`src/rtl/mult_arbiter.sv`:
```
// Round-robin two-client sequencer for an 8-bit Booth radix-2 shift-add multiplier datapath.
// Latches the winning client's operands, strobes eight EVAL/SHIFT iterations and returns the 16-bit product.
module mult_arbiter (
    input  logic        Clk,
    input  logic        Reset,
    input  logic        Req0,
    input  logic        Req1,
    input  logic [7:0]  Mcand0,
    input  logic [7:0]  Mcand1,
    input  logic [7:0]  Mplier0,
    input  logic [7:0]  Mplier1,
    input  logic        M,
    input  logic        Qm1,
    input  logic [7:0]  Aval,
    input  logic [7:0]  Bval,
    output logic        Grant0,
    output logic        Grant1,
    output logic        Done0,
    output logic        Done1,
    output logic [15:0] Product,
    output logic        LoadB,
    output logic        Add,
    output logic        Sub,
    output logic        Fn,
    output logic        Shift,
    output logic [7:0]  McandOut,
    output logic [7:0]  MplierOut
);

    typedef enum logic [2:0] {
        S_IDLE,
        S_LOAD,
        S_EVAL,
        S_SHIFT,
        S_CAPTURE,
        S_DONE
    } state_t;

    state_t      r_state;
    state_t      w_next;
    logic [2:0]  r_cnt;
    logic        r_ptr;
    logic        r_grant0;
    logic        r_grant1;
    logic [7:0]  r_mcand;
    logic [7:0]  r_mplier;
    logic [15:0] r_product;
    logic        w_any;
    logic        w_pick1;

    // Client 1 wins when it is the only requester, or both request and the pointer prefers it.
    always_comb begin
        w_any   = Req0 | Req1;
        w_pick1 = Req1 & (~Req0 | r_ptr);
    end

    always_ff @(posedge Clk or posedge Reset) begin
        if (Reset) r_state <= S_IDLE;
        else       r_state <= w_next;
    end

    always_comb begin
        w_next = r_state;
        LoadB  = 1'b0;
        Add    = 1'b0;
        Sub    = 1'b0;
        Shift  = 1'b0;
        case (r_state)
            S_IDLE:    if (w_any) w_next = S_LOAD;
            S_LOAD: begin
                LoadB  = 1'b1;
                w_next = S_EVAL;
            end
            S_EVAL: begin
                Add    = ~M & Qm1;
                Sub    = M & ~Qm1;
                w_next = S_SHIFT;
            end
            S_SHIFT: begin
                Shift  = 1'b1;
                w_next = (r_cnt == 3'd7) ? S_CAPTURE : S_EVAL;
            end
            S_CAPTURE: w_next = S_DONE;
            S_DONE:    w_next = S_IDLE;
            default:   w_next = S_IDLE;
        endcase
    end

    always_ff @(posedge Clk or posedge Reset) begin
        if (Reset) begin
            r_cnt     <= '0;
            r_ptr     <= 1'b0;
            r_grant0  <= 1'b0;
            r_grant1  <= 1'b0;
            r_mcand   <= '0;
            r_mplier  <= '0;
            r_product <= '0;
        end else begin
            case (r_state)
                S_IDLE: begin
                    if (w_any) begin
                        r_grant0 <= ~w_pick1;
                        r_grant1 <= w_pick1;
                        r_ptr    <= ~w_pick1;
                        r_mcand  <= w_pick1 ? Mcand1 : Mcand0;
                        r_mplier <= w_pick1 ? Mplier1 : Mplier0;
                    end
                end
                S_LOAD:    r_cnt     <= '0;
                S_SHIFT:   r_cnt     <= r_cnt + 3'd1;
                S_CAPTURE: r_product <= {Aval, Bval};
                S_DONE: begin
                    r_grant0 <= 1'b0;
                    r_grant1 <= 1'b0;
                end
                default: ;
            endcase
        end
    end

    assign Grant0    = r_grant0;
    assign Grant1    = r_grant1;
    assign Done0     = (r_state == S_DONE) & r_grant0;
    assign Done1     = (r_state == S_DONE) & r_grant1;
    assign Fn        = Sub;
    assign Product   = r_product;
    assign McandOut  = r_mcand;
    assign MplierOut = r_mplier;

endmodule

```
`config.mk`:
```
export PLATFORM = sky130hd
export DESIGN_NAME = mult_arbiter
export DESIGN_NICKNAME = d
export VERILOG_FILES = /design/src/rtl/mult_arbiter.sv
export SDC_FILE = /design/constraint.sdc
export NUM_CORES = 1
export LEC_CHECK = 0
export ABC_CLOCK_PERIOD_IN_PS = 1900
export CORE_UTILIZATION = 36
export DETAILED_ROUTE_END_ITERATION = 16
export GPL_TIMING_DRIVEN = 1
export PLACE_DENSITY = 0.76
export SLEW_MARGIN = 5
export SYNTH_ARGS = -nofsm -noshare
export SYNTH_HDL_FRONTEND = slang
export SYNTH_SLANG_ARGS = --single-unit
```
`constraint.sdc`:
```
create_clock -name Clk -period 1.9 [get_ports Clk]
set_clock_uncertainty 0.2 [all_clocks]
set_input_delay 0.38 -clock Clk [delete_from_list [all_inputs] [get_ports Clk]]
set_output_delay 0.38 -clock Clk [all_outputs]
set_load 0.03 [all_outputs]
```
==> results_dict.tcl <==
set metrics [dict create \
    synth-simple-area-share 0.139 \
    rsz0062_at_grt "true" \
    syn_nets 229 \
    final_cells 350 \
    grt_pass1_wl_um 7290 \
    synth_xor_area_frac 0 \
    drv_cap 0 \
    numCtsBuffers 5 \
    seq_area_frac_synth 0.532 \
    critPathKind "register to output port" \
    drt-initial-drc-count 39 \
    cts.clk_slew.worst_paths_ps 80 \
    placedCellCount 335 \
    initial_core_util 0.375 \
    port_buffers 94 \
    postSynthAreaPerCell_um2 11.2 \
    synth_seq_cells 41 \
    grtUsageMet3 0.0683 \
    worst_hold_path_type "input pin to asynchronous set/reset pin" \
    crit_path_end_kind "output port" \
    crit_required_ps 1320 \
    ys_types 31 \
    ir_worst_vdd_uv 649 \
    final_area_mm2 0.00321 \
    synth_top_family_by_area "compound AO/OA/AOI/OAI gates" \
    pre_cts_slack_ps -90.3 \
    n_antenna_cell 0 \
    worst_ep_arrival_time_ps 1320 \
    synth_cells 173 \
    cts_max_level 2 \
    grt_max_degree 42 \
    cts_root_buffer "clkbuf_8" \
    busiest_layer "met2" \
    ys_dominant_reg_cell "dfrtp_1" \
    fmax_mhz 527 \
    dieArea_mm2 0.00566 \
    dr.pass1.iters 4 \
    grt_overflow 0 \
    startpoint "r_state[2]" \
    ant_nets 0 \
    fin_hold_ws_ps 216 \
    synth_mux_area_frac 0.0992 \
    nets 335 \
    routedWlPerCell_um 14.0 \
    gr-usage-met2 0.301 \
    setup_viol 0 \
    area_growth_pct 66.1 \
    finalWirelength_um 4910 \
    tightest_slew_ps 351 \
    drive_gt1_frac 0.243 \
    yosys_warnings 0 \
    power_w 0.00424 \
    die_w_um 75.2 \
    clk_latency_ps 290 \
    vias_per_cell 4.95 \
    synth_edf_count 0 \
    clock-sinks 41 \
    die_y_um 75.2 \
    fillers 458 \
    core-area_mm2 0.00514 \
    status "finished, final reports clean" \
    drt_drc_violations_left 0 \
    hpwl_um 3500 \
    synthAdderAreaFrac 0.0130 \
    synth-compound-area-share 0.171 \
    grt_use_met1 0.203 \
    period_share 0.999 \
    start_kind "register" \
    postCtsHoldBufs 0 \
    worstPathMaxFanout 5 \
    power_density_mw_per_mm2 1320 \
    syn_area_mm2 0.00193 \
    setup_slack_ps 1.67 \
    vias 1733 \
    antenna_found_initial 0 \
    slew_violations 0 \
    hold_viol 0 \
    slew-limit-headroom 0.766 \
    fin_crit_ps 1900 \
    p_leak_nw 1.62 \
    cts_tree "done" \
    grt_util_all_layers 0.173 \
    fp-row-count 26 \
    r2r-start "r_state[2]" \
    async_flop_share 1.00 \
    pin_count 95 \
    placedInstanceArea_mm2 0.00300 \
    gp_congestion 0.791 \
    clock_path_buffers 2 \
    grt_pass1_vias 1597 \
]
## metrics by stage
step	utilization	TNS (ps)
detailed placement	0.583	-504
CTS	0.612	-0.430
floorplan	-	-30.6
global route	0.624	-208
finish	0.624	0
global placement	0.583	0
## path summary, 6_finish.rpt
kind / endpoint / slack [ps] / cells after the start
min in group Clk: Product[11] / 300 / 1
worst max-delay path: Fn / 2 / 4
worst min-delay path: Product[2] / 220 / 3
worst max register to register: r_ptr / 100 / 4
worst min register to register: Product[11] / 300 / 1
max in group asynchronous: r_state[0] / 1070 / 3
## cells in the mapped netlist, types with 2 or more instances
master	n	share of area
and2_1	2	0.0065
a31oi_1	17	0.055
inv_1	2	0.0039
nor2_1	3	0.0058
nor3_1	3	0.0078
clkbuf_1	6	0.012
buf_4	3	0.012
ha_1	2	0.013
mux2_2	17	0.099
nand2_1	2	0.0039
nor3b_1	3	0.012
a22o_1	2	0.0091
a21oi_1	18	0.047
o21ai_0	17	0.044
dfrtp_1	41	0.53
nand3b_1	16	0.062
buf_2	5	0.013
## kinds of logic (layout without fill, tap and decap cells)
kind of cell / Yosys count / after routing
adder cells (fa/ha/maj): 2 / 2
flip-flops: 41 / 41
AND/OR/NAND/NOR: 38 / 38
multiplexers: 17 / 17
AO/OA/AOI/OAI: 58 / 58
buffers and inverters: 17 / 124
## report_power, final
part           total (W)  internal [W]  switching (W)
Clock           0.000726      0.000427       0.000299
Sequential       0.00140       0.00121       0.000192
Combinational    0.00211      0.000891        0.00122
## layer usage
layer,up-vias,share of wire
met5,-,0
met3,2,0.094
met1,813,0.42
li1,846,-
met4,0,0.0024
met2,72,0.48
## layout make-up
cell class | instances | area [um2] | share of cell area
inverter | 2 | 7.51 | 0.00234
clock inverter | 2 | 37.5 | 0.0117
clock buffer | 6 | 82.6 | 0.0258
multi-input combinational | 115 | 845 | 0.263
timing repair buffer | 114 | 1120 | 0.348
sequential | 41 | 1030 | 0.321
tap | 70 | 87.6 | 0.0273
## layout by cell type (no fill, tap or decap), drive strengths merged, types with 4 or more instances in the layout
| cell type | netlist | layout |
|---|---|---|
| nor3 | 4 | 4 |
| nor3b | 4 | 4 |
| nand3b | 16 | 16 |
| dlymetal6s2s | 0 | 12 |
| a31oi | 17 | 17 |
| dfrtp | 41 | 41 |
| clkbuf | 6 | 6 |
| mux2 | 17 | 17 |
| clkdlybuf4s50 | 0 | 53 |
| o21ai | 17 | 17 |
| buf | 9 | 27 |
| a21oi | 18 | 18 |
| dlygate4sd2 | 0 | 22 |
| nor2 | 4 | 4 |
## flip-flops by register name (all words and copies together), names as in the netlist
signal and flops:
Grant0 1, Product 16, r_state 3, r_cnt 3, Grant1 1, MplierOut 8
McandOut 8, r_ptr 1
## timing repair
item                       in CTS  in global routing
pin swaps                       2                  1
resized for setup              30                 17
setup endpoints to repair      28                 19
setup buffers                   5                  2
## worst max-delay path, cell delays in order, from the launching register on
cell and delay, ps:
dfrtp_2 440, nor2_2 120, nand2_2 80, nor3b_4 220, buf_6 160
Power figures use the tool's default switching activity.
